==> config.mk <==
export PLATFORM = sky130hd
export DESIGN_NAME = keypad_emulator
export DESIGN_NICKNAME = d
export VERILOG_FILES = /design/src/rtl/keypad_emulator.sv
export SDC_FILE = /design/constraint.sdc
export NUM_CORES = 1
export LEC_CHECK = 0
export BUFFER_PORTS_ARGS = -buffer_cell sky130_fd_sc_hd__buf_4
export CORE_AREA = 2 2 82 61
export DETAILED_ROUTE_END_ITERATION = 10
export DIE_AREA = 0 0 84 63
export PLACE_DENSITY = 0.7
export SYNTH_ARGS = -nofsm -noshare
export SYNTH_HDL_FRONTEND = slang
export SYNTH_SLANG_ARGS = --single-unit
==> constraint.sdc <==
create_clock -name clk -period 3.3 [get_ports clk]
set_clock_uncertainty 0.15 [all_clocks]
set_input_delay 0.165 -clock clk [delete_from_list [all_inputs] [get_ports clk]]
set_output_delay 0.165 -clock clk [all_outputs]
set_load 0.005 [all_outputs]
==> src/rtl/keypad_emulator.sv <==
// keypad_emulator: peripheral end of an active-low 4x4 keypad scan interface.
// Key codes arrive over a valid/ready handshake and wait in a small FIFO.
// Each key is then replayed as a timed press followed by a release gap.
// While a key is pressed, the key's column is pulled low whenever the
// scanner pulls that key's row low.
//
// Optional feature: define KEYPAD_BOUNCE_EN to model contact bounce.
// The contact then alternates closed/open during the first BOUNCE_CYCLES
// cycles of every press.
//
// pressed and done are registered, so they trail the FSM state by one
// cycle. columns is combinational from rows and the registered contact.
module keypad_emulator #(
  parameter int DEPTH         = 4,
  parameter int PRESS_CYCLES  = 16,
  parameter int GAP_CYCLES    = 8,
  parameter int BOUNCE_CYCLES = 4
) (
  input  logic       clk,
  input  logic       rst,
  input  logic [3:0] key_code,
  input  logic       key_valid,
  output logic       key_ready,
  input  logic [3:0] rows,
  output logic [3:0] columns,
  output logic       pressed,
  output logic       busy,
  output logic       done
);

  localparam int AW   = (DEPTH > 1) ? $clog2(DEPTH) : 1;
  localparam int MAXC = (PRESS_CYCLES > GAP_CYCLES) ? PRESS_CYCLES : GAP_CYCLES;
  localparam int CW   = (MAXC > 1) ? $clog2(MAXC) : 1;

  localparam int PRESS_M1 = PRESS_CYCLES - 1;
  localparam int GAP_M1   = GAP_CYCLES - 1;

  localparam logic [AW:0]   FULL_COUNT = DEPTH[AW:0];
  localparam logic [CW-1:0] PRESS_LAST = PRESS_M1[CW-1:0];
  localparam logic [CW-1:0] GAP_LAST   = GAP_M1[CW-1:0];
  localparam logic [CW-1:0] BOUNCE_END = BOUNCE_CYCLES[CW-1:0];

`ifdef KEYPAD_BOUNCE_EN
  localparam bit BOUNCE_ON = 1'b1;
`else
  localparam bit BOUNCE_ON = 1'b0;
`endif

  localparam logic [1:0] S_IDLE  = 2'd0;
  localparam logic [1:0] S_PRESS = 2'd1;
  localparam logic [1:0] S_GAP   = 2'd2;

  logic [3:0]    mem [DEPTH];
  logic [AW-1:0] wr_ptr;
  logic [AW-1:0] rd_ptr;
  logic [AW:0]   count;
  logic          push;
  logic          pop;
  logic          fifo_empty;

  logic [1:0]    state;
  logic [CW-1:0] cnt;
  logic [3:0]    cur_key;
  logic          contact_next;
  logic          gap_last;
  logic [1:0]    key_row;
  logic [1:0]    key_col;

  assign key_ready  = (count != FULL_COUNT);
  assign fifo_empty = (count == '0);
  assign push       = key_valid && key_ready;
  assign gap_last   = (state == S_GAP) && (cnt == GAP_LAST);
  assign pop        = !fifo_empty && ((state == S_IDLE) || gap_last);
  assign busy       = (state != S_IDLE) || !fifo_empty;

  // Key storage: written on an accepted push.
  // NOTE: the storage array has no reset; the pointers and count alone
  // decide which entries are live, so resetting the data would only add logic.
  always_ff @(posedge clk) begin
    if (push) mem[wr_ptr] <= key_code;
  end

  // FIFO pointers and occupancy; the pointers wrap naturally at DEPTH.
  // NOTE: every register here uses <= so that all state updates in one clock
  // edge see the same pre-edge values, whatever order the blocks execute in.
  always_ff @(posedge clk) begin
    if (!rst) begin
      wr_ptr <= '0;
      rd_ptr <= '0;
      count  <= '0;
    end else begin
      if (push) wr_ptr <= wr_ptr + 1'b1;
      if (pop)  rd_ptr <= rd_ptr + 1'b1;
      case ({push, pop})
        2'b10:   count <= count + 1'b1;
        2'b01:   count <= count - 1'b1;
        default: count <= count;
      endcase
    end
  end

  // Press/gap sequencer: the key at the FIFO head is popped into cur_key.
  always_ff @(posedge clk) begin
    if (!rst) begin
      state   <= S_IDLE;
      cnt     <= '0;
      cur_key <= '0;
    end else begin
      case (state)
        S_IDLE: begin
          if (pop) begin
            cur_key <= mem[rd_ptr];
            cnt     <= '0;
            state   <= S_PRESS;
          end
        end
        S_PRESS: begin
          if (cnt == PRESS_LAST) begin
            cnt   <= '0;
            state <= S_GAP;
          end else begin
            cnt <= cnt + 1'b1;
          end
        end
        S_GAP: begin
          if (gap_last) begin
            cnt <= '0;
            if (pop) begin
              cur_key <= mem[rd_ptr];
              state   <= S_PRESS;
            end else begin
              state <= S_IDLE;
            end
          end else begin
            cnt <= cnt + 1'b1;
          end
        end
        default: begin
          cnt   <= '0;
          state <= S_IDLE;
        end
      endcase
    end
  end

  // Contact state for the next cycle.
  // With bounce enabled, the contact is open on the odd cycles of the
  // leading bounce window.
  always_comb begin
    contact_next = (state == S_PRESS) &&
                   (!BOUNCE_ON || (cnt >= BOUNCE_END) || !cnt[0]);
  end

  // Registered contact and end-of-gap pulse, both aligned one cycle after the state.
  always_ff @(posedge clk) begin
    if (!rst) begin
      pressed <= 1'b0;
      done    <= 1'b0;
    end else begin
      pressed <= contact_next;
      done    <= gap_last;
    end
  end

  // Key code to keypad (row, column) position.
  always_comb begin
    // NOTE: giving both outputs a value before the case means no path leaves
    // them unassigned, so no latch is inferred.
    key_row = 2'd0;
    key_col = 2'd0;
    case (cur_key)
      4'h1: begin key_row = 2'd0; key_col = 2'd0; end
      4'h2: begin key_row = 2'd0; key_col = 2'd1; end
      4'h3: begin key_row = 2'd0; key_col = 2'd2; end
      4'hA: begin key_row = 2'd0; key_col = 2'd3; end
      4'h4: begin key_row = 2'd1; key_col = 2'd0; end
      4'h5: begin key_row = 2'd1; key_col = 2'd1; end
      4'h6: begin key_row = 2'd1; key_col = 2'd2; end
      4'hB: begin key_row = 2'd1; key_col = 2'd3; end
      4'h7: begin key_row = 2'd2; key_col = 2'd0; end
      4'h8: begin key_row = 2'd2; key_col = 2'd1; end
      4'h9: begin key_row = 2'd2; key_col = 2'd2; end
      4'hC: begin key_row = 2'd2; key_col = 2'd3; end
      4'hE: begin key_row = 2'd3; key_col = 2'd0; end
      4'h0: begin key_row = 2'd3; key_col = 2'd1; end
      4'hF: begin key_row = 2'd3; key_col = 2'd2; end
      default: begin key_row = 2'd3; key_col = 2'd3; end
    endcase
  end

  // Column return.
  // This path is zero latency, so the scanner sees the result in the same cycle.
  always_comb begin
    columns = 4'b1111;
    if (pressed && !rows[key_row]) columns[key_col] = 1'b0;
  end

endmodule

## Yosys cells after proc, flatten, opt, wreduce, memory -nomap -nowiden

Memory sizes are Yosys's and may differ from the RTL's. A register that Yosys moved wholly into a read port is not among the register bits.
Index checks and enable logic that the tools add are counted.

- $add $sub $neg: 5
- Order comparisons: 3
- Eq/ne operators: 10
- Mux-type cells: 24
- Bitwise operators: 1
- Reductions and logical operators: 16

Operators with widths:

| cell | count |
|---|---|
| $mux 4 | 8 |
| $pmux 4 s3 | 1 |
| $mux 2 | 5 |
| $pmux 4 s2 | 1 |
| $lt 2x3->1 const B | 2 |
| $pmux 2 s3 | 1 |
| $pmux 3 s2 | 1 |
| $reduce_bool 2->1 | 3 |
| $logic_and 1x1->1 | 5 |
| $mux 1 | 5 |
| $add 2x1->2 const B | 2 |
| $add 4x1->4 const B | 1 |
| $eq 2x1->1 const B | 2 |
| $eq 2x2->1 const B | 2 |
| $eq 4x3->1 const B | 1 |
| $eq 4x4->1 const B | 1 |
| $ne 2x2->1 const B | 2 |
| $not 4->4 | 1 |
| $add 3x1->3 const B | 1 |
| $logic_not 3->1 | 1 |
| $ne 3x3->1 const B | 1 |
| $reduce_and 3->1 | 1 |
| $sub 3x1->3 const B | 1 |
| $bmux 1 s2 | 1 |
| other kinds (7) | 9 |

- Register bits: 19
- Bits in writable memories: 16
- ROM bits: 64
- Input bits: 11
- Output and inout bits: 8
- Memories: 2

Memories:

| memory | depth | bits a word | rd ports | clocked after memory_dff | wr ports | RTL line | text |
|---|---|---|---|---|---|---|---|
| (no name shown) | 16 | 4 | 1 | 1 | 0 | 171 | `case (cur_key)` |
| mem | 4 | 4 | 1 | 1 | 1 | 53 | `logic [3:0] mem [DEPTH];` |

## Logic depth before layout (Yosys ltp)

Gate-level depths: netlist of run 1.

- Word-level depth: 9
- Gate-level depth with buffers: 9
- Gate-level depth less buffers: 9

## Worst setup path after synthesis of run 1

OpenSTA, ideal clock, no wires.

- Path kind: reg-to-reg
- Start: register state[0]
- End: register, netlist name key_row[0]
- Arrival time: 2.135 ns
- Data required time: 3.029 ns
- Path slack: 0.894 ns
- Cell stages (with the launch flop): 9
- Cell sequence: dfxtp_1 > inv_1 > ha_1 > nor2_2 > a211oi_4 > mux2i_4 > nand2_1 > maj3_2 > mux2_4

- Word-level cells in the longest chain between the ends: 9

RTL lines:

| what | RTL line | text |
|---|---|---|
| from (decl) | 61 | `logic [1:0] state;` |
| from (signal assigned) | 105 | `state <= S_IDLE;` |
| from (signal assigned) | 114 | `state <= S_PRESS;` |
| from (signal assigned) | 120 | `state <= S_GAP;` |
| $eq 2x2->1 | 72, 109 |  |
| $logic_and 1x1->1 | 72 | `assign gap_last = (state == S_GAP) && (cnt == GAP_LAST);` |
| $logic_or 1x1->1 | 73 | `assign pop = !fifo_empty && ((state == S_IDLE) \|\| gap_last);` |
| $logic_and 1x1->1 | 73 |  |
| $mux 4 (2 in series) | -- |  |
| $pmux 4 s2 | 109 | `case (state)` |
| $mux 4 (no source line) (*) (2 in series) | -- |  |

Mark *: on every way between the ends. The rest lies on a longest branch, timed or not. The select of a mux whose other input is x is not followed.
A chain may end at the register's enable or synchronous reset.

## Worst setup path after layout of run 1

- Start: register state[0]
- End: register, netlist name key_row[0]

- Word-level cells in the longest chain between the ends: 9

RTL lines:

| what | RTL line |
|---|---|
| $eq 2x2->1 | 72, 109 |
| $logic_and 1x1->1 | 72 |
| $logic_or 1x1->1 | 73 |
| $logic_and 1x1->1 | 73 |
| $mux 4 (2 in series) | -- |
| $pmux 4 s2 | 109 |
| $mux 4 (no source line) (*) (2 in series) | -- |

Marked as above.

==> results of run 1 <==
## layout make-up
class	instances	share of cell area, %
flip-flops and latches	41	43.1
multi-input cells	112	40.9
repair buffers	22	7.70
well taps	57	3.14
clock buffers	5	3.03
clock inverters	3	1.10
inverters	6	0.990
## critical path: cells and delay by family (launching register included)
kind	cells	cell delay (ns)
AOI/OAI and AO/OA	1	0.40
adders and majority gates	2	0.64
buffers and inverters	1	0.10
DFF	1	0.34
muxes	2	0.66
and+or+nand+nor	2	0.20
## per-layer routing
| metal | part of all wire, % | track usage, % | wire length, um |
|---|---|---|---|
| met5 | 0 | 0 | 0 |
| met4 | 1.9 | 6.05 | 59 |
| met3 | 4.2 | 4.10 | 132 |
| met2 | 45 | 18.7 | 1410 |
| met1 | 49 | 16.8 | 1560 |
## synth_stat cells, types with 2 or more instances
| library cell | count |
|---|---|
| and2_1 | 10 |
| and3_1 | 5 |
| inv_1 | 6 |
| edfxtp_1 | 16 |
| o21ai_0 | 4 |
| clkbuf_1 | 2 |
| mux2_4 | 3 |
| nand2_1 | 12 |
| o21ai_1 | 3 |
| ha_1 | 10 |
| a21oi_1 | 3 |
| maj3_2 | 2 |
| dfxtp_1 | 25 |
| nor2b_1 | 8 |
| a21boi_0 | 4 |
| nor2_1 | 7 |
| mux4_2 | 5 |
| nand3_1 | 8 |
| xnor2_1 | 4 |
| mux2i_1 | 6 |
## power breakdown
part | internal [mW] | switching [mW]
combinational | 0.445 | 0.440
clock | 0.154 | 0.187
sequential | 0.640 | 0.0781
## flip-flops by register name, summed over array words and instances (netlist names), named ones only
name,count
cnt,4
count,3
cur_key,4
done,1
key_col,2
key_row,2
mem,16
pressed,1
rd_ptr,2
state,2
wr_ptr,2
## worst max path at each step
stage                     slack [ns]                     to
after floorplan                 0.89     key_row[0]$_DFF_P_
after global placement          0.78     key_row[0]$_DFF_P_
after detailed placement        0.71     key_row[0]$_DFF_P_
after CTS                       0.70  count[2]$_SDFFE_PN0P_
after global routing            0.55  count[2]$_SDFFE_PN0P_
final                           0.71     key_row[0]$_DFF_P_
## repair_timing
action | CTS | global route
endpoints found under the hold margin | 16 | 0
hold buffers | 4 | 0
setup buffers | 0 | 0
gates resized for setup | 0 | 0
## cell families (layout without fill, tap and decap cells)
family          after synthesis  after routing
xor+xnor                      5              5
simple gates                 60             60
flops                        41             41
fa+ha+maj                    13             13
compound gates               18             18
buf+inv                       9             36
mux                          16             16
==> summary.md, run 1 <==
| Metric | Value |
|---|---|
| Run status | `complete, no violations` |
| Layout Utilization | `50.0%` |
| Crit-path slowest cell | `mux2i_4` |
| Die W | `84 um` |
| Worst Hold Class | `in -> reg` |
| Cts bufs inserted | `5` |
| Finished Layout Cells | `246` |
| Sum Neg Setup Slack | `0 ns` |
| Largest family of logic cells by synthesized area | `simple AND/OR/NAND/NOR gates` |
| Tcrit/Tclk final | `78.5%` |
| Worst r2r path cells | `8` |
| Worst-Skew Late Latency | `0.29 ns` |
| Fin. Hold Viols | `0` |
| Buffers on Ports | `18` |
| Placed cell area | `2140 um2` |
| Cell taking the most area after synthesis | `dfxtp_1` |
| Number of vias per cell | `5.00` |
| Max Slew Vio Count | `0` |
| Slew Limit Headroom | `63.3%` |
| Initial antenna violation count | `0` |
| EDFF count, synth | `16` |
| Leak | `0.904 nW` |
| Slew @ Worst Pin | `0.550 ns` |
| Post-route DRC | `0` |
| CTS tree | `built` |
| Max cap viols | `0` |
| Post-synth top area share | `25.7%` |
| Initial core utilization | `42.9%` |
| Die height | `63 um` |
| Max clock buf depth | `2` |
| Nets | `210` |
| Commonest non-fill, non-tap cells in the layout | `25 x dfxtp_1, 18 x buf_4, 16 x edfxtp_1, 12 x nand2_1` |
| Num ports | `19` |
| Dpl hpwl | `2.27 mm` |
| Pre-CTS setup slack | `0.713 ns` |
| Syn nets | `184` |
| Clk slew on worst S/H paths | `0.08 ns` |
| RR Endpoint | `key_row[0]$_DFF_P_` |
| Synth Area in Adders | `8.60%` |
| DIE AREA | `5290 um2` |
| Synth Area in Simple Gates | `17.8%` |
| Area occupied by multi-input gates | `931 um2` |
| Layout cells sized above 1 | `22.2%` |
| Setup ws final | `0.710 ns` |
| Final Wtd Congestion | `0.836` |
| Pwr Total | `1.94 mW` |
| Drt total wl | `3.16 mm` |
| Slowest stage delay, CP | `0.41 ns` |
| Startpoint types | `flop` |
| Vias in the first global route | `1166` |
| Syn Area/Cell | `12.0 um2` |
| Final hold slack | `0.0203 ns` |
| Mux cell area share after synthesis | `12.9%` |
| Hold path depth | `2` |
| WS Path Type | `reg -> reg` |
| Synthesized instance count | `162` |
| Worst VDD drop | `445 uV` |
| Crit path launch | `state[0]$_SDFFE_PN0P_` |
| Synth Register Bits | `41` |
| Compound-gate portion of the synthesized area | `6.23%` |
| # setup viols final | `0` |
| Maximum number of pins on one net before global-route repair | `25` |
| Crit path max fanout | `9` |
| Yosys warnings | `0` |
| Reg2reg start | `state[0]$_SDFFE_PN0P_` |
| Register area | `981 um2` |
| Pre-antenna DRT Iters | `4` |
| Fill count | `404` |
| Pwr/cell area | `854 nW/um2` |
| Core area | `4550 um2` |
| RSZ-0062 raised after global routing | `no` |
| Kind of end point of the critical path | `flop` |
| FFs w/ async S/R, synth | `0%` |
| First-pass GRT wire length | `5.24 mm` |
| Origin of the worst min-delay path | `rst` |
| Worst path required time | `3.34 ns` |
| Commonest non-fill, non-tap cell in the layout | `dfxtp_1` |
| Seq/Total Area, Yosys | `50.3%` |
| Highest achievable clock rate | `386 MHz` |
| Area contributors post-synth | `dfxtp_1 26%, edfxtp_1 25%, ha_1 6.4%, mux4_2 5.8%, and2_1 3.2%` |
| Hold path endpoint | `key_col[0]$_DFF_P_` |
| Post-Synth XOR/XNOR Area | `2.25%` |
| Critical path, cell by cell | `inv_1, ha_1, nor2_2, a211oi_4, mux2i_4, nand2_1, maj3_2, mux2_4` |
| Inst Count DP | `234` |
| Flop-to-flop setup slack | `0.71 ns` |
| Iter 0 DRT Violations | `56` |
| Total gr overflow | `0` |
| H-tree levels | `2` |
| Mapped cell area | `1950 um2` |
| Area growth, synth to finish | `16.7%` |
| Worst Path Arrival | `2.63 ns` |
| Clock Sinks | `41` |
| Root buffer cell | `clkbuf_8` |
| All-Layer GR Usage | `12.7%` |
| Total number of vias | `1230` |
| Diode count | `0` |
| Fin area | `2270 um2` |
| WL per Instance | `12.9 um` |
| Std-Cell Rows | `21` |
| Remaining antenna violation count | `0` |
| Distinct cells, synth | `39` |
| Final min period | `2.59 ns` |
| Top FF cell, synth | `dfxtp_1` |
(Power assumes the default switching activity.)
==> run 2, diff against run 1 <==
--- a/config.mk
+++ b/config.mk
@@ -5,10 +5,11 @@
 export SDC_FILE = /design/constraint.sdc
 export NUM_CORES = 1
 export LEC_CHECK = 0
+export ABC_AREA = 1
 export BUFFER_PORTS_ARGS = -buffer_cell sky130_fd_sc_hd__buf_4
-export CORE_AREA = 2 2 82 61
+export CORE_AREA = 2 2 84 62
 export DETAILED_ROUTE_END_ITERATION = 10
-export DIE_AREA = 0 0 84 63
+export DIE_AREA = 0 0 86 64
 export PLACE_DENSITY = 0.7
 export SYNTH_ARGS = -nofsm -noshare
 export SYNTH_HDL_FRONTEND = slang
==> constraint.sdc (replaced) <==
create_clock -name clk -period 2.4 [get_ports clk]
set_clock_uncertainty 0.15 [all_clocks]
set_input_delay 0.12 -clock clk [delete_from_list [all_inputs] [get_ports clk]]
set_output_delay 0.12 -clock clk [all_outputs]
set_load 0.005 [all_outputs]
==> summary.md, run 2 <==
| Metric | Value |
|---|---|
| Distinct cells, synth | `31 (was 39)` |
| Largest register by flop count | `mem (unchanged)` |
| Die W | `86 um (was 84 um)` |
| Delay-heaviest family, CP | `adder cells (was multiplexers)` |
| Remaining antenna violation count | `0 (unchanged)` |
| Cell taking the most area after synthesis | `dfxtp_1 (unchanged)` |
| Highest achievable clock rate | `444 MHz (was 386 MHz)` |
| Layout cells sized above 1 | `21.1% (was 22.2%)` |
| H-tree levels | `2 (unchanged)` |
| First-pass GRT wire length | `6.15 mm (was 5.24 mm)` |
| Worst-Skew Late Latency | `0.29 ns (about the same)` |
| Slew @ Worst Pin | `0.446 ns (was 0.550 ns)` |
| Post-synth top area share | `24.3% (was 25.7%)` |
| Buffers on Ports | `18 (unchanged)` |
| Core area | `4650 um2 (was 4550 um2)` |
| Max clock buf depth | `2 (unchanged)` |
| Most frequent CP cell | `ha_1` |
| Critical path buffers and inverters | `0 (was 1)` |
| Net switching power | `1.11 mW (was 0.705 mW)` |
| Diode count | `0 (unchanged)` |
| Top flop regs | `mem: 16 flops, cnt: 4 flops, cur_key: 4 flops (unchanged)` |
| Run status | `complete, no violations (unchanged)` |
| Kind of end point of the critical path | `flop (unchanged)` |
| Post-route DRC | `0 (unchanged)` |
| Max Slew Vio Count | `0 (unchanged)` |
| Gate power share | `46.3% (was 45.5%)` |
| Post-CTS Hold Fix Bufs | `4 (unchanged)` |
| EDFF count, synth | `16 (unchanged)` |
| Switching Share | `41.2% (was 36.3%)` |
| Root buffer cell | `clkbuf_8 (unchanged)` |
| Number of vias per cell | `4.62 (was 5.00)` |
| Initial core utilization | `44.3% (was 42.9%)` |
| Initial antenna violation count | `0 (unchanged)` |
| Post-CTS setup buffers | `0 (unchanged)` |
| Synth Register Bits | `41 (unchanged)` |
| Reg2reg start | `cnt[0]$_SDFFE_PN0P_ (was state[0]$_SDFFE_PN0P_)` |
| Sum Neg Setup Slack | `0 ns (unchanged)` |
| Nets | `287 (was 210)` |
| Syn Area/Cell | `8.74 um2 (was 12.0 um2)` |
| Flop-to-flop setup slack | `0.15 ns (was 0.71 ns)` |
| Final Wtd Congestion | `0.821 (was 0.836)` |
| Commonest non-fill, non-tap cells in the layout | `51 x nand2_1, 30 x inv_1, 25 x dfxtp_1, 21 x nor2_1, 20 x buf_4 (was 25 x dfxtp_1, 18 x buf_4, 16 x edfxtp_1, 12 x nand2_1)` |
| CTS tree | `built (unchanged)` |
| Maximum number of pins on one net before global-route repair | `15 (was 25)` |
| All-Layer GR Usage | `14.4% (was 12.7%)` |
| Clk pwr share | `17.1% (was 17.5%)` |
| Hold path endpoint | `pressed$_SDFF_PN0_ (was key_col[0]$_DFF_P_)` |
| Cts bufs inserted | `5 (unchanged)` |
| Most common cell in the netlist | `nand2_1 (was dfxtp_1)` |
| Yosys warnings | `0 (unchanged)` |
| Crit path max fanout | `6 (was 9)` |
| Post-CTS resize count | `0 (unchanged)` |
| Startpoint types | `flop (unchanged)` |
| WS Path Type | `reg -> reg (unchanged)` |
| # setup viols final | `0 (unchanged)` |
| Commonest non-fill, non-tap cell in the layout | `nand2_1 (was dfxtp_1)` |
| Pwr/cell area | `1120 nW/um2 (was 854 nW/um2)` |
| Area contributors post-synth | `dfxtp_1 24%, edfxtp_1 23%, nand2_1 9.3%, ha_1 6.1%, inv_1 5.5% (was dfxtp_1 26%, edfxtp_1 25%, ha_1 6.4%, mux4_2 5.8%, and2_1 3.2%)` |
| Syn nets | `258 (was 184)` |
| RR Endpoint | `count[1]$_SDFFE_PN0P_ (was key_row[0]$_DFF_P_)` |
| Max cap viols | `0 (unchanged)` |
| Origin of the worst min-delay path | `rst (unchanged)` |
| Pwr Total | `2.70 mW (was 1.94 mW)` |
| Critical path, cell by cell | `ha_1, nand2_2, nor2_4, nand2_1, a21boi_4, ha_1, fa_1, o21ai_0, nor2_1 (was inv_1, ha_1, nor2_2, a211oi_4, mux2i_4, nand2_1, maj3_2, mux2_4)` |
| DIE AREA | `5500 um2 (was 5290 um2)` |
| Iter 0 DRT Violations | `97 (was 56)` |
| Fill count | `436 (was 404)` |
| Total number of vias | `1493 (was 1230)` |
| Dpl hpwl | `2.64 mm (was 2.27 mm)` |
| Vias in the first global route | `1354 (was 1166)` |
| Leak | `1.05 nW (was 0.904 nW)` |
| Clk slew on worst S/H paths | `0.08 ns (about the same)` |
| Worst Path Arrival | `2.28 ns (was 2.63 ns)` |
| Crit-path slowest cell | `fa_1 (was mux2i_4)` |
| Top FF cell, synth | `dfxtp_1 (unchanged)` |
| WL per Instance | `10.9 um (was 12.9 um)` |
| Pre-antenna DRT Iters | `4 (unchanged)` |
| RSZ-0062 raised after global routing | `no (unchanged)` |
| Synthesized instance count | `236 (was 162)` |
| Std-Cell Rows | `21 (unchanged)` |
| Internal power | `1.59 mW (was 1.24 mW)` |
| CP Depth | `9 (was 8)` |
| Worst path required time | `2.43 ns (was 3.34 ns)` |
| Seq/Total Area, Yosys | `47.6% (was 50.3%)` |
| Mapped cell area | `2060 um2 (was 1950 um2)` |
| Slowest stage delay, CP | `0.41 ns (about the same)` |
| Synth top cells by count | `51 x nand2_1, 30 x inv_1, 25 x dfxtp_1, 21 x nor2_1, 16 x edfxtp_1 (was 25 x dfxtp_1, 16 x edfxtp_1, 12 x nand2_1, 10 x and2_1, 10 x ha_1)` |
| Seq pwr share | `36.6% (was 36.9%)` |
| Clock Sinks | `41 (unchanged)` |
| Worst VDD drop | `413 uV (was 445 uV)` |
| Hold path depth | `3 (was 2)` |
| Total gr overflow | `0 (unchanged)` |
| Die height | `64 um (was 63 um)` |
| Max FFs per register | `16 (unchanged)` |
| Worst r2r path cells | `9 (was 8)` |
| Num ports | `19 (unchanged)` |
| Area growth, synth to finish | `16.8% (was 16.7%)` |
| Drt total wl | `3.51 mm (was 3.16 mm)` |
| Tcrit/Tclk final | `93.8% (was 78.5%)` |
| Worst Hold Class | `in -> reg (unchanged)` |
| Fin. Hold Viols | `0 (unchanged)` |
| Final min period | `2.25 ns (was 2.59 ns)` |
| Slew Limit Headroom | `69.9% (was 63.3%)` |
| FFs w/ async S/R, synth | `0% (unchanged)` |
## run 2: cell types whose count changed after synthesis, moves of 6 or more
cell / delta
a21oi_1: +12
and2_1: -9
inv_1: +24
mux2i_1: -6
nand2_1: +39
nand2_2: +7
nor2_1: +14
nor2b_1: -8
o21ai_0: +8
## run 2: worst max-delay path by stage
stage	startpoint	end
after detailed placement	cnt[0]$_SDFFE_PN0P_	count[1]$_SDFFE_PN0P_
after global placement	cnt[0]$_SDFFE_PN0P_	count[2]$_SDFFE_PN0P_
after floorplan	cnt[0]$_SDFFE_PN0P_	count[2]$_SDFFE_PN0P_
after CTS	cnt[0]$_SDFFE_PN0P_	count[1]$_SDFFE_PN0P_
final	cnt[0]$_SDFFE_PN0P_	count[1]$_SDFFE_PN0P_
after global routing	cnt[0]$_SDFFE_PN0P_	count[1]$_SDFFE_PN0P_
## run 2: power groups by stage
stage | combinational, mW | sequential [mW] | clock (mW)
floorplan | 1.03 | 0.964 | 0
global placement | 1.23 | 0.998 | 0
detailed placement | 1.25 | 1.00 | 0
CTS | 1.26 | 0.989 | 0.483
global route | 1.43 | 1.02 | 0.519
finish | 1.25 | 0.987 | 0.462
## run 2: logic make-up after synthesis
family,share of synthesized area (%)
simple gates,27.2
flops,47.6
compound gates,11.0
buf+inv,6.74
fa+ha+maj,7.04
xor+xnor,0.425
## run 2: tightest hold or removal path, cell delays in order
cell     delay [ns]
buf_4          0.18
nand2_1        0.09
inv_1          0.03
## run 2: layout make-up
type | instances | area (um2) | area share (%)
flip-flops and latches | 41 | 981 | 40.7
multi-input cells | 159 | 942 | 39.1
repair buffers | 24 | 190 | 7.90
inverters | 34 | 130 | 5.40
clock buffers | 7 | 86.3 | 3.58
well taps | 57 | 71.3 | 2.96
clock inverters | 1 | 7.51 | 0.312
## run 2: metrics by stage
step                      hold slack, ns  setup slack, ns  instances  cell area (um2)  util, %
after CTS                        0.00244            0.155        323             2410     51.8
after global routing              0.0338          0.00308        323             2410     51.8
final                             0.0111            0.149        323             2410     51.8
after detailed placement           0.173            0.184        311             2270     48.9
after floorplan                   0.0689            0.282        236             2060        -
after global placement             0.175            0.224        311             2270     48.9
## run 2: metal layers
layer	vias to the layer above	global-route usage, %	wire length, um	part of all wire, %
met5	-	0	0	0
met4	0	4.76	49	1.4
met3	5	5.04	134	3.8
met2	16	20.9	1490	42
met1	651	19.9	1830	52
li1	821	-	-	-
==> run 3, diff against run 2 <==
--- a/config.mk
+++ b/config.mk
@@ -5,12 +5,13 @@
 export SDC_FILE = /design/constraint.sdc
 export NUM_CORES = 1
 export LEC_CHECK = 0
-export ABC_AREA = 1
 export BUFFER_PORTS_ARGS = -buffer_cell sky130_fd_sc_hd__buf_4
-export CORE_AREA = 2 2 84 62
+export CORE_AREA = 2 2 82 61
 export DETAILED_ROUTE_END_ITERATION = 10
-export DIE_AREA = 0 0 86 64
+export DIE_AREA = 0 0 84 63
 export PLACE_DENSITY = 0.7
+export SKIP_LAST_GASP = 1
 export SYNTH_ARGS = -nofsm -noshare
 export SYNTH_HDL_FRONTEND = slang
 export SYNTH_SLANG_ARGS = --single-unit
+export TNS_END_PERCENT = 10
==> summary.md, run 3 (synthesized netlist as in run 1, its figures left out) <==
| Metric | Value |
|---|---|
| Run status | `complete, no violations (unchanged)` |
| Clock Sinks | `41 (unchanged)` |
| Dpl hpwl | `2.50 mm (was 2.64 mm)` |
| RSZ-0062 raised after global routing | `yes (was no)` |
| Max clock buf depth | `2 (unchanged)` |
| Final Wtd Congestion | `0.798 (was 0.821)` |
| Top flop regs | `mem: 16 flops, cnt: 4 flops, cur_key: 4 flops (unchanged)` |
| H-tree levels | `2 (unchanged)` |
| Vias in the first global route | `1281 (was 1354)` |
| Largest register by flop count | `mem (unchanged)` |
| Leak | `0.988 nW (was 1.05 nW)` |
| Cts bufs inserted | `5 (unchanged)` |
| Worst Path Arrival | `2.35 ns (was 2.28 ns)` |
| Total gr overflow | `0 (unchanged)` |
| Fill count | `393 (was 436)` |
| Diode count | `0 (unchanged)` |
| Core area | `4550 um2 (was 4650 um2)` |
| Maximum number of pins on one net before global-route repair | `25 (was 15)` |
| Startpoint types | `flop (unchanged)` |
| Crit-path slowest cell | `dfxtp_1 (was fa_1)` |
| Max cap viols | `0 (unchanged)` |
| All-Layer GR Usage | `14.8% (was 14.4%)` |
| Fin. Hold Viols | `0 (unchanged)` |
| Worst VDD drop | `555 uV (was 413 uV)` |
| CTS tree | `built (unchanged)` |
| WS Path Type | `reg -> reg (unchanged)` |
| Delay-heaviest family, CP | `adder cells (unchanged)` |
| DIE AREA | `5290 um2 (was 5500 um2)` |
| Post-route DRC | `0 (unchanged)` |
| Pwr/cell area | `1230 nW/um2 (was 1120 nW/um2)` |
| Clk slew on worst S/H paths | `0.08 ns (about the same)` |
| Number of vias per cell | `5.04 (was 4.62)` |
| Worst-Skew Late Latency | `0.30 ns (was 0.29 ns)` |
| WL per Instance | `13.6 um (was 10.9 um)` |
| Crit path max fanout | `5 (was 6)` |
| Initial core utilization | `42.9% (was 44.3%)` |
| Iter 0 DRT Violations | `63 (was 97)` |
| Slew Limit Headroom | `71.6% (was 69.9%)` |
| Worst path required time | `2.44 ns (was 2.43 ns)` |
| Max FFs per register | `16 (unchanged)` |
| Final hold slack | `0.141 ns (was 0.0111 ns)` |
| Fin area | `2440 um2 (was 2410 um2)` |
| Drt total wl | `3.57 mm (was 3.51 mm)` |
| Critical path buffers and inverters | `2 (was 0)` |
| Kind of end point of the critical path | `flop (unchanged)` |
| Area growth, synth to finish | `25.0% (was 16.8%)` |
| Slew @ Worst Pin | `0.424 ns (was 0.446 ns)` |
| Worst Hold Class | `in -> reg (unchanged)` |
| Nets | `226 (was 287)` |
| Commonest non-fill, non-tap cells in the layout | `33 x buf_4, 25 x dfxtp_1, 16 x edfxtp_1, 12 x nand2_1, 10 x and2_1 (was 51 x nand2_1, 30 x inv_1, 25 x dfxtp_1, 21 x nor2_1, 20 x buf_4)` |
| Die W | `84 um (was 86 um)` |
| Remaining antenna violation count | `0 (unchanged)` |
| Tcrit/Tclk final | `96.3% (was 93.8%)` |
| Std-Cell Rows | `21 (unchanged)` |
| Layout cells sized above 1 | `30.2% (was 21.1%)` |
| Max Slew Vio Count | `0 (unchanged)` |
| Slowest stage delay, CP | `0.32 ns (was 0.41 ns)` |
| Buffers on Ports | `18 (unchanged)` |
| Commonest non-fill, non-tap cell in the layout | `buf_4 (was nand2_1)` |
| First-pass GRT wire length | `6.06 mm (was 6.15 mm)` |
| Pre-antenna DRT Iters | `4 (unchanged)` |
| Pre-CTS setup slack | `-0.0245 ns (was 0.184 ns)` |
| # setup viols final | `0 (unchanged)` |
| Final min period | `2.31 ns (was 2.25 ns)` |
| Highest achievable clock rate | `433 MHz (was 444 MHz)` |
| Total number of vias | `1321 (was 1493)` |
| Setup ws final | `0.0887 ns (was 0.149 ns)` |
| Die height | `63 um (was 64 um)` |
| Initial antenna violation count | `0 (unchanged)` |
| Placed cell area | `2250 um2 (was 2270 um2)` |
| Num ports | `19 (unchanged)` |
| Root buffer cell | `clkbuf_8 (unchanged)` |
| Critical path, cell by cell | `inv_1, ha_2, nor2_2, a211oi_4, buf_4, mux2i_4, nand2_1, maj3_2, mux2_4 (was ha_1, nand2_2, nor2_4, nand2_1, a21boi_4, ha_1, fa_1, o21ai_0, nor2_1)` |
==> run 3: per-layer routing <==
| layer | track usage (%) | vias to the layer above | part of all wire [%] |
|---|---|---|---|
| met5 | 0 | - | 0 |
| met4 | 5.44 | 0 | 1.3 |
| met3 | 5.94 | 5 | 5.7 |
| met2 | 21.6 | 34 | 42 |
| met1 | 20.0 | 628 | 51 |
| li1 | - | 654 | - |
==> run 3: stage by stage <==
step                      utilization (%)  setup TNS [ns]  cells  power (mW)
final                                53.6               0    262        3.00
after global routing                 53.6         -0.0389    262        3.22
after CTS                            53.3         -0.0198    261        2.98
after detailed placement             49.4         -0.0245    248        2.38
after global placement               49.4               0    248        2.35
after floorplan                         -               0    162        1.98
==> run 3: final cells by class <==
| type | count | area [um2] | share of cell area [%] |
|---|---|---|---|
| clock buffers | 6 | 82.6 | 3.39 |
| clock inverters | 2 | 37.5 | 1.54 |
| inverters | 6 | 22.5 | 0.924 |
| multi-input cells | 112 | 945 | 38.8 |
| flip-flops and latches | 41 | 981 | 40.2 |
| well taps | 57 | 71.3 | 2.93 |
| repair buffers | 38 | 298 | 12.2 |
==> run 3: timing repair <==
item / in CTS / in global routing
pin swaps: 0 / 2
setup endpoints to repair: 2 / 5
hold endpoints to repair: 18 / 0
buffers inserted: 0 / 1
hold buffers: 5 / 0
gates resized for setup: 3 / 3
==> run 3: worst register-to-register path, stage by stage, from the launching register on <==
cell and delay, ns:
dfxtp_1 0.32, inv_1 0.11, ha_2 0.27, nor2_2 0.07, a211oi_4 0.19, buf_4 0.19
mux2i_4 0.27, nand2_1 0.09, maj3_2 0.31, mux2_4 0.25
==> run 3: power by group <==
| part | internal [mW] | switching (mW) | leakage (nW) |
|---|---|---|---|
| clock | 0.338 | 0.245 | 0.0574 |
| sequential | 0.879 | 0.103 | 0.352 |
| combinational | 0.761 | 0.670 | 0.579 |
==> run 3: path summary, 6_finish.rpt <==
path                            slack [ns]  depth (start not counted)                   start                      to
worst max register to register        0.09                          9   state[0]$_SDFFE_PN0P_      key_row[0]$_DFF_P_
worst min register to register        0.36                          2  wr_ptr[1]$_SDFFE_PN0P_  wr_ptr[1]$_SDFFE_PN0P_
worst min-delay path                  0.14                          4               key_valid  wr_ptr[1]$_SDFFE_PN0P_
worst max-delay path                  0.09                          9   state[0]$_SDFFE_PN0P_      key_row[0]$_DFF_P_
